### src/rtl/cpu_pkg.sv
// Shared definitions for the multicycle control unit: opcodes, FSM state encoding, ALU op codes.
package cpu_pkg;

  localparam logic [3:0] OP_NOP  = 4'b0000;
  localparam logic [3:0] OP_ADD  = 4'b0001;
  localparam logic [3:0] OP_ADDI = 4'b0010;
  localparam logic [3:0] OP_SUB  = 4'b0011;
  localparam logic [3:0] OP_AND  = 4'b0100;
  localparam logic [3:0] OP_ANDI = 4'b0101;
  localparam logic [3:0] OP_OR   = 4'b0110;
  localparam logic [3:0] OP_ORI  = 4'b0111;
  localparam logic [3:0] OP_LW   = 4'b1000;
  localparam logic [3:0] OP_SW   = 4'b1001;
  localparam logic [3:0] OP_BEQ  = 4'b1010;
  localparam logic [3:0] OP_JMP  = 4'b1011;
  localparam logic [3:0] OP_HALT = 4'b1111;

  localparam logic [1:0] ALU_ADD = 2'b00;
  localparam logic [1:0] ALU_SUB = 2'b01;
  localparam logic [1:0] ALU_AND = 2'b10;
  localparam logic [1:0] ALU_OR  = 2'b11;

  localparam logic [1:0] PC_SRC_INC    = 2'b00;
  localparam logic [1:0] PC_SRC_BRANCH = 2'b01;
  localparam logic [1:0] PC_SRC_JUMP   = 2'b10;

  // Values are visible on the estado debug port, so the encoding is fixed.
  typedef enum logic [2:0] {
    ST_FETCH  = 3'd0,
    ST_DECODE = 3'd1,
    ST_EXEC   = 3'd2,
    ST_MEM    = 3'd3,
    ST_WB     = 3'd4,
    ST_HALT   = 3'd5,
    ST_TRAP   = 3'd6
  } state_t;

  function automatic logic is_legal(input logic [3:0] op);
    return (op <= OP_JMP) || (op == OP_HALT);
  endfunction

endpackage

### src/rtl/decodificador_ula.sv
// Combinational opcode decode to ALU operation and ALU B-operand select.
import cpu_pkg::*;

module decodificador_ula (
  input  logic [3:0] opcode,
  output logic [1:0] alu_op,
  output logic       alu_src
);

  always_comb begin
    alu_op  = ALU_ADD;
    alu_src = 1'b0;
    case (opcode)
      OP_ADD:  alu_op = ALU_ADD;
      OP_ADDI: begin alu_op = ALU_ADD; alu_src = 1'b1; end
      OP_SUB:  alu_op = ALU_SUB;
      OP_AND:  alu_op = ALU_AND;
      OP_ANDI: begin alu_op = ALU_AND; alu_src = 1'b1; end
      OP_OR:   alu_op = ALU_OR;
      OP_ORI:  begin alu_op = ALU_OR;  alu_src = 1'b1; end
      OP_LW:   begin alu_op = ALU_ADD; alu_src = 1'b1; end
      OP_SW:   begin alu_op = ALU_ADD; alu_src = 1'b1; end
      OP_BEQ:  alu_op = ALU_SUB;
      default: ;
    endcase
  end

endmodule

### src/rtl/unidade_controle.sv
// Multicycle CPU control FSM (FETCH/DECODE/EXEC/MEM/WB/HALT/TRAP).
// Define UNIDADE_CONTROLE_TRAP_EN to trap illegal opcodes and expose the illegal port.
import cpu_pkg::*;

module unidade_controle (
  input  logic       clk,
  input  logic       reset,
  input  logic [3:0] opcode,
  input  logic       zero,
  input  logic       mem_ready,
  output logic       ir_we,
  output logic       pc_we,
  output logic [1:0] pc_src,
  output logic       alu_src,
  output logic [1:0] Controle_ALUop,
  output logic       reg_we,
  output logic       wb_sel,
  output logic       mem_req,
  output logic       mem_we,
  output logic       iord,
`ifdef UNIDADE_CONTROLE_TRAP_EN
  output logic       illegal,
`endif
  output logic       halted,
  output logic [2:0] estado
);

  state_t     state_reg, state_next;
  logic [1:0] dec_alu_op;
  logic       dec_alu_src;

  decodificador_ula u_decodificador_ula (
    .opcode  (opcode),
    .alu_op  (dec_alu_op),
    .alu_src (dec_alu_src)
  );

  always_ff @(posedge clk or posedge reset) begin
    if (reset) state_reg <= ST_FETCH;
    else       state_reg <= state_next;
  end

  assign estado = state_reg;

  always_comb begin
    state_next     = state_reg;
    ir_we          = 1'b0;
    pc_we          = 1'b0;
    pc_src         = PC_SRC_INC;
    alu_src        = 1'b0;
    Controle_ALUop = ALU_ADD;
    reg_we         = 1'b0;
    wb_sel         = 1'b0;
    mem_req        = 1'b0;
    mem_we         = 1'b0;
    iord           = 1'b0;
    halted         = 1'b0;
`ifdef UNIDADE_CONTROLE_TRAP_EN
    illegal        = 1'b0;
`endif

    // ALU controls only matter while an instruction is in flight.
    if (state_reg == ST_EXEC || state_reg == ST_MEM || state_reg == ST_WB) begin
      Controle_ALUop = dec_alu_op;
      alu_src        = dec_alu_src;
    end

    case (state_reg)
      ST_FETCH: begin
        mem_req = 1'b1;
        // Strobes are held off while reset is asserted so reset values stay clean.
        if (mem_ready && !reset) begin
          ir_we      = 1'b1;
          pc_we      = 1'b1;
          state_next = ST_DECODE;
        end
      end
      ST_DECODE: begin
        case (opcode)
          OP_NOP:  state_next = ST_FETCH;
          OP_HALT: state_next = ST_HALT;
          OP_JMP: begin
            pc_we      = 1'b1;
            pc_src     = PC_SRC_JUMP;
            state_next = ST_FETCH;
          end
          default: begin
            if (is_legal(opcode)) state_next = ST_EXEC;
`ifdef UNIDADE_CONTROLE_TRAP_EN
            else                  state_next = ST_TRAP;
`else
            else                  state_next = ST_FETCH;
`endif
          end
        endcase
      end
      ST_EXEC: begin
        if (opcode == OP_LW || opcode == OP_SW) begin
          state_next = ST_MEM;
        end else if (opcode == OP_BEQ) begin
          if (zero) begin
            pc_we  = 1'b1;
            pc_src = PC_SRC_BRANCH;
          end
          state_next = ST_FETCH;
        end else begin
          state_next = ST_WB;
        end
      end
      ST_MEM: begin
        mem_req = 1'b1;
        iord    = 1'b1;
        mem_we  = (opcode == OP_SW);
        if (mem_ready) state_next = (opcode == OP_LW) ? ST_WB : ST_FETCH;
      end
      ST_WB: begin
        reg_we     = 1'b1;
        wb_sel     = (opcode == OP_LW);
        state_next = ST_FETCH;
      end
      ST_HALT: begin
        halted = 1'b1;
      end
      ST_TRAP: begin
`ifdef UNIDADE_CONTROLE_TRAP_EN
        illegal = 1'b1;
`else
        state_next = ST_FETCH;
`endif
      end
      default: state_next = ST_FETCH;
    endcase
  end

endmodule

### config.mk
export PLATFORM = sky130hd
export DESIGN_NAME = unidade_controle
export DESIGN_NICKNAME = d
export VERILOG_FILES = /design/src/rtl/cpu_pkg.sv /design/src/rtl/decodificador_ula.sv /design/src/rtl/unidade_controle.sv
export SDC_FILE = /design/constraint.sdc
export NUM_CORES = 1
export LEC_CHECK = 0
export CAP_MARGIN = 20
export CORE_AREA = 2 2 39 41
export DETAILED_ROUTE_END_ITERATION = 6
export DIE_AREA = 0 0 41 43
export PLACE_DENSITY = 0.68
export SKIP_LAST_GASP = 1
export SLEW_MARGIN = 10
export SYNTH_ARGS = -nofsm -noshare
export SYNTH_HDL_FRONTEND = slang
export SYNTH_SLANG_ARGS = --single-unit
### constraint.sdc
create_clock -name clk -period 2.7 [get_ports clk]
set_input_delay 0.54 -clock clk [delete_from_list [all_inputs] [get_ports clk]]
set_output_delay 0.54 -clock clk [all_outputs]
set_load 0.01 [all_outputs]
==> impl_metrics.csv, run 1 <==
group,metric,value,unit
status,status,"finished, final reports clean",
critical_path,worstSetupPathType,"in2out",
floorplanning,die_y,43,um
timing,finalSetupTns,0,ps
logic_synthesis,syn_area_per_cell,6.98,sq um
critical_path,crit_buf_inv,2,
floorplanning,row_count,14,
critical_path,critPathLaunch,"opcode[3]",
detailed_routing,vias_per_cell,5.21,
timing,finalCriticalPeriod,2660,ps
cells_and_area,syn_to_final_growth,70.9,%
detailed_routing,wl_per_cell,12.2,um
floorplanning,ioPinCount,24,
detailed_routing,highest-signal-layer,"met4",
logic_synthesis,ys_async_sr_fraction,100,%
cells_and_area,largest_reg_flops,3,
clock_network,postCtsSetupRepairBufs,0,
detailed_routing,dr_wl_met3,49,um
logic_synthesis,ys_types,34,
placed_design,gp_congestion,0.741,
logic_synthesis,synthesis.nets,74,
logic_synthesis,synth_edf_count,0,
global_route,antenna_found_initial,0,
cells_and_area,instances_no_fill,112,
critical_path,critical_path.max_fanout,2,
clock_network,clock_sinks,3,
placed_design,placed_cells,108,
critical_path,slowest_delay,520,ps
global_route,grt_pass1_vias,491,
logic_synthesis,synthMuxAreaShare,2.45,%
critical_path,crit_family,"buffers and inverters",
global_route,grt_max_degree,14,
timing,fin_skew,4.37,ps
clock_network,cts-root-buf,"clkbuf_4",
detailed_routing,drtAntennaViolNets,0,
placed_design,io_buffer_count,23,
logic_synthesis,synth_top_family_by_area,"simple AND/OR/NAND/NOR gates",
flow_run,drv_cap,0,
timing,hold_viol,0,
critical_path,critPathLaunchType,"input pin",
timing,slew_headroom,75.7,%
floorplanning,initial_core_util,33.3,%
global_route,grt_pass1_wl,2.10,mm
detailed_routing,wl_met1,633,um
logic_synthesis,synth_area,460,sq um
detailed_routing,route.met2.wl,672,um
timing,fin_crit_sh,98.5,%
clock_network,numCtsBuffers,3,
logic_synthesis,synth_largest_area_cell,"dfrtp_1",
clock_network,cts-htree-levels,1,
timing,drv_slew,0,
detailed_routing,firstDrtPassIters,4,
cells_and_area,multiInputGateArea,340,sq um
logic_synthesis,synthSimpleGateAreaFrac,41.6,%
timing,rsz0062_at_grt,"yes",
clock_network,postCtsHoldBufs,0,
placed_design,dp_hpwl,1.08,mm
floorplanning,core-area,1380,sq um
logic_synthesis,synthAdderAreaFrac,0,%
detailed_routing,drt-initial-drc-count,11,
timing,setup_ws,41.1,ps
power_and_ir_drop,irDropWorstVdd,0.375,mV
power_and_ir_drop,total_leakage_power,0.362,nW
clock_network,cts_tree,"done",
cells_and_area,layout-drive-gt1-share,20.8,%
logic_synthesis,synth_top_area_share,16.3,%
critical_path,r2r_start,"estado[1]$_DFFE_PP0P_",
global_route,grt-ovfl-total,0,
logic_synthesis,ys.flop_type,"dfrtp_1",
power_and_ir_drop,power.density,612,nW/um^2
detailed_routing,routed_wl,1.37,mm
logic_synthesis,synthTopCellsByCount,"a21oi_1, nor2_1, nor3_1",
logic_synthesis,synth_xor_area_share,0,%
logic_synthesis,synthCells,66,
clock_network,cts.clk_slew.worst_paths,40,ps
power_and_ir_drop,power,0.000482,W
logic_synthesis,seq_area_frac_synth,16.3,%
timing,tightestPinTransition,361,ps
timing,setup_viol,0,
timing,fmaxAchievable,376,MHz
logic_synthesis,ys_ff_latch,3,
critical_path,slowest_stage,"clkdlybuf4s50_1",
critical_path,r2r_slack,1220,ps
critical_path,required,2160,ps
critical_path,cp-end-kind,"output pin",
critical_path,crit_top_cell,"clkdlybuf4s50_1",
clock_network,cts_buffer_depth,2,
logic_synthesis,synth_area_leaders,"dfrtp_1, a21oi_1, nor3_1",
logic_synthesis,yosysWarningCount,0,
cells_and_area,n_antenna_cell,0,
floorplanning,die_x,41,um
timing,whs,501,ps
cells_and_area,regArea,75.1,sq um
detailed_routing,drc,0,
worst_hold_path,holdCritPathClass,"in2async",
detailed_routing,vias,583,
logic_synthesis,synth-compound-area-share,26.6,%
clock_network,clock_latency,230,ps
floorplanning,dieArea,1760,sq um
placed_design,pre_cts_ws,-32.9,ps
cells_and_area,nets,105,
critical_path,critPathArrivalTime,2120,ps
cells_and_area,fillers,133,
critical_path,crit_chain,"clkdlybuf4s50_1 > nor2b_2 > nand4_1 > o21ai_1 > a21o_1 > clkdlybuf4s50_1",
global_route,grt_use_total,16.9,%
-- layout by cell type, fill, tap and decap left out, drive strengths merged, types with 4 or more instances in the layout --
master and count:
inv 5, clkdlybuf4s50 18, nor3 6, a21oi 6
nor2 6, nand2 4, buf 9, o21ai 4
dlymetal6s2s 4, clkbuf 4
-- through the flow --
step / cell area, sq um / util [%]
global placement: 737 / 53.3
detailed placement: 737 / 53.3
CTS: 768 / 55.5
finish: 787 / 56.9
floorplan: 460 / -
global route: 787 / 56.9
-- report_power, final --
group | internal (W) | switching (W) | leakage, nW
Combinational | 0.000168 | 0.000138 | 0.307
Sequential | 0.0000593 | 0.0000381 | 0.0403
Clock | 0.0000554 | 0.0000232 | 0.0150
Total | 0.000282 | 0.000199 | 0.362
-- kinds of logic (layout without fill, tap and decap cells) --
group,count (synthesis),in the layout
flip-flops,3,3
AO/OA/AOI/OAI,18,18
AND/OR/NAND/NOR,33,33
multiplexers,1,1
buffers and inverters,11,41
-- cell type report --
type / count / share of cell area (%)
clock buffer: 4 / 3.34
inverter: 5 / 2.38
multi-input combinational: 52 / 43.2
sequential: 3 / 9.54
tap: 16 / 2.54
timing repair buffer: 32 / 39.0
-- worst register-to-register path, stage by stage (launching register included) --
cell	delay, ps
dfrtp_1	500
and2b_4	350
a41oi_2	120
o32ai_1	280
o21a_1	160
-- what timing repair did --
| action | in CTS | in global routing |
|---|---|---|
| pin swaps | 0 | 0 |
| resized for setup | 3 | 6 |
| setup endpoints to repair | 1 | 4 |
-- metal layers --
metal  global-route usage, %  up-vias
li1                        -      299
met4                    4.00        0
met1                    23.4      266
met5                       0        -
met2                    25.3       16
met3                    4.71        2
-- worst paths after layout --
kind / endpoint / cells after the start
worst max-delay path: pc_we / 6
worst min-delay path: estado[1]$_DFFE_PP0P_ / 2
worst max register to register: estado[2]$_DFFE_PP0P_ / 4
worst min register to register: estado[1]$_DFFE_PP0P_ / 2
max in group asynchronous: estado[0]$_DFFE_PP0P_ / 2
min in group clk: estado[1]$_DFFE_PP0P_ / 2
No activity file was read; power rests on OpenSTA's default activity.
==> run 2: changes to the inputs <==
--- a/config.mk
+++ b/config.mk
@@ -5,7 +5,7 @@
 export SDC_FILE = /design/constraint.sdc
 export NUM_CORES = 1
 export LEC_CHECK = 0
-export CAP_MARGIN = 20
+export CAP_MARGIN = 25
 export CORE_AREA = 2 2 39 41
 export DETAILED_ROUTE_END_ITERATION = 6
 export DIE_AREA = 0 0 41 43
==> results of run 2 <==
Same layout as run 1: the final DEF is identical, and so are final timing and power.
==> run 3: changes to the inputs <==
--- a/config.mk
+++ b/config.mk
@@ -6,9 +6,9 @@
 export NUM_CORES = 1
 export LEC_CHECK = 0
 export CAP_MARGIN = 25
-export CORE_AREA = 2 2 39 41
+export CORE_AREA = 5 5 42 44
 export DETAILED_ROUTE_END_ITERATION = 6
-export DIE_AREA = 0 0 41 43
+export DIE_AREA = 0 0 47 49
 export PLACE_DENSITY = 0.68
 export SKIP_LAST_GASP = 1
 export SLEW_MARGIN = 10
==> impl_metrics.csv, run 3 (synthesized netlist as in run 1, its figures left out) <==
group,metric,value,unit
critical_path,slowest_stage,"clkdlybuf4s50_1",
critical_path,critPathLaunchType,"input pin",
floorplanning,dieArea,2300,sq um
placed_design,io_buffer_count,23,
detailed_routing,drt-initial-drc-count,6,
detailed_routing,wl_per_cell,12.6,um
timing,fin_crit_sh,98.0,%
power_and_ir_drop,irDropWorstVdd,0.372,mV
power_and_ir_drop,pwr-share-clk,17.4,%
power_and_ir_drop,total_leakage_power,0.357,nW
worst_hold_path,holdCritPathClass,"in2async",
timing,fmaxAchievable,378,MHz
cells_and_area,nets,108,
cells_and_area,layout-drive-gt1-share,22.2,%
cells_and_area,syn_to_final_growth,71.7,%
critical_path,crit_chain,"clkdlybuf4s50_1 > buf_4 > or3_1 > nand3_1 > nor2_1 > clkdlybuf4s50_1",
critical_path,critPathArrivalTime,2110,ps
clock_network,postCtsHoldBufs,0,
global_route,grt-ovfl-total,0,
timing,fin_skew,6.98,ps
timing,slew_headroom,76.1,%
global_route,antenna_found_initial,0,
clock_network,cts.clk_slew.worst_paths,40,ps
global_route,grt_pass1_wl,2.35,mm
power_and_ir_drop,comb_power_share,62.9,%
floorplanning,initial_core_util,32.9,%
floorplanning,die_x,47,um
cells_and_area,final_cell_mix,"clkdlybuf4s50_1, buf_4, a21oi_1, nor3_1, nor2_1",
power_and_ir_drop,power_switching,0.000199,W
clock_network,cts_buffer_depth,2,
cells_and_area,largest_reg_flops,3,
detailed_routing,drtAntennaViolNets,0,
critical_path,reg2reg_depth,5,
critical_path,slowest_delay,490,ps
floorplanning,core-area,1400,sq um
detailed_routing,vias,596,
detailed_routing,routed_wl,1.45,mm
cells_and_area,final_util,56.4,%
floorplanning,ioPinCount,24,
power_and_ir_drop,power.density,607,nW/um^2
status,status,"finished, final reports clean",
power_and_ir_drop,seqPwrFrac,19.7,%
power_and_ir_drop,intPower,0.000281,W
critical_path,crit_family,"buffers and inverters",
timing,whs,483,ps
critical_path,worstSetupPathType,"in2out",
flow_run,drv_cap,0,
clock_network,clock_latency,240,ps
timing,finalCriticalPeriod,2650,ps
clock_network,postCtsSetupRepairBufs,0,
cells_and_area,final_common_cell,"clkdlybuf4s50_1",
critical_path,required,2160,ps
clock_network,clock_sinks,3,
timing,setup_viol,0,
detailed_routing,firstDrtPassIters,4,
clock_network,cts_tree,"done",
critical_path,cp-end-kind,"output pin",
global_route,grt_max_degree,14,
power_and_ir_drop,swShare,41.4,%
global_route,grt_use_total,13.4,%
critical_path,reg2reg_to,"estado[0]$_DFFE_PP0P_",
critical_path,critical_path.max_fanout,7,
critical_path,r2r_start,"estado[1]$_DFFE_PP0P_",
clock_network,cts-htree-levels,1,
clock_network,numCtsBuffers,3,
cells_and_area,n_antenna_cell,0,
critical_path,crit_top_cell,"clkdlybuf4s50_1",
critical_path,crit_buf_inv,3,
clock_network,cts-root-buf,"clkbuf_4",
placed_design,gp_congestion,0.799,
timing,drv_slew,0,
timing,tightestPinTransition,359,ps
floorplanning,row_count,14,
timing,hold_viol,0,
critical_path,r2r_slack,1170,ps
timing,finalSetupTns,0,ps
placed_design,dp_hpwl,1.10,mm
detailed_routing,drc,0,
global_route,grt_pass1_vias,582,
floorplanning,die_y,49,um
detailed_routing,vias_per_cell,5.18,
-- run 3: cell type report --
class,count,area [sq um]
well taps,16,20.0
inverters,5,18.8
flip-flops and latches,3,75.1
multi-input cells,52,328
repair buffers,35,323
fillers,145,611
clock buffers,4,26.3
-- run 3: worst max path at each step --
stage                     startpoint  slack [ps]                 to  depth (start not counted)
5_1_grt                    opcode[0]         -10  Controle_ALUop[0]                          6
4_1_cts                    opcode[3]          50            alu_src                          7
2_1_floorplan  estado[1]$_DFFE_PP0P_         750  Controle_ALUop[1]                          4
3_5_place_dp               opcode[3]         -40              pc_we                          6
3_3_place_gp               opcode[1]         -20              pc_we                          6
6_report                   opcode[0]          50  Controle_ALUop[0]                          6
-- run 3: metrics by stage --
| step | area (sq um) | std cells | setup WS, ps | power (W) |
|---|---|---|---|---|
| 4_1_cts | 786 | 115 | 47.2 | 0.000482 |
| 2_1_floorplan | 460 | 66 | 753 | 0.000264 |
| 5_1_grt | 791 | 115 | -12.7 | 0.000513 |
| 6_report | 791 | 115 | 52.9 | 0.000480 |
| 3_5_place_dp | 759 | 111 | -39.6 | 0.000398 |
| 3_3_place_gp | 759 | 111 | -22.4 | 0.000399 |
-- run 3: layer usage --
metal,vias up,share of wire [%],GRT usage (%)
met5,-,0,0
met4,0,1.8,6.91
met3,2,4.8,0.738
met2,20,54,22.9
met1,269,40,15.9
li1,305,-,-
-- run 3: power by group through the flow --
stage	clock (W)	sequential (W)	combinational (W)
after CTS	0.0000844	0.0000943	0.000304
final	0.0000835	0.0000946	0.000302
after floorplan	0	0.0000780	0.000186
after global routing	0.0000846	0.0000995	0.000329
after detailed placement	0	0.0000951	0.000303
after global placement	0	0.0000950	0.000304
-- run 3: repair_timing --
| action | 4_1_cts | 5_1_grt |
|---|---|---|
| pin swaps | 0 | 0 |
| cloned | 0 | 0 |
| endpoints found under the setup margin | 1 | 2 |
| gates resized for setup | 3 | 2 |
-- run 3: worst reg2reg max path, cell delays in order (launching register included) --
cell     delay [ps]
dfrtp_1         540
and2b_4         270
nand3_1         110
buf_4           120
nor2_1           30
o32a_1          340
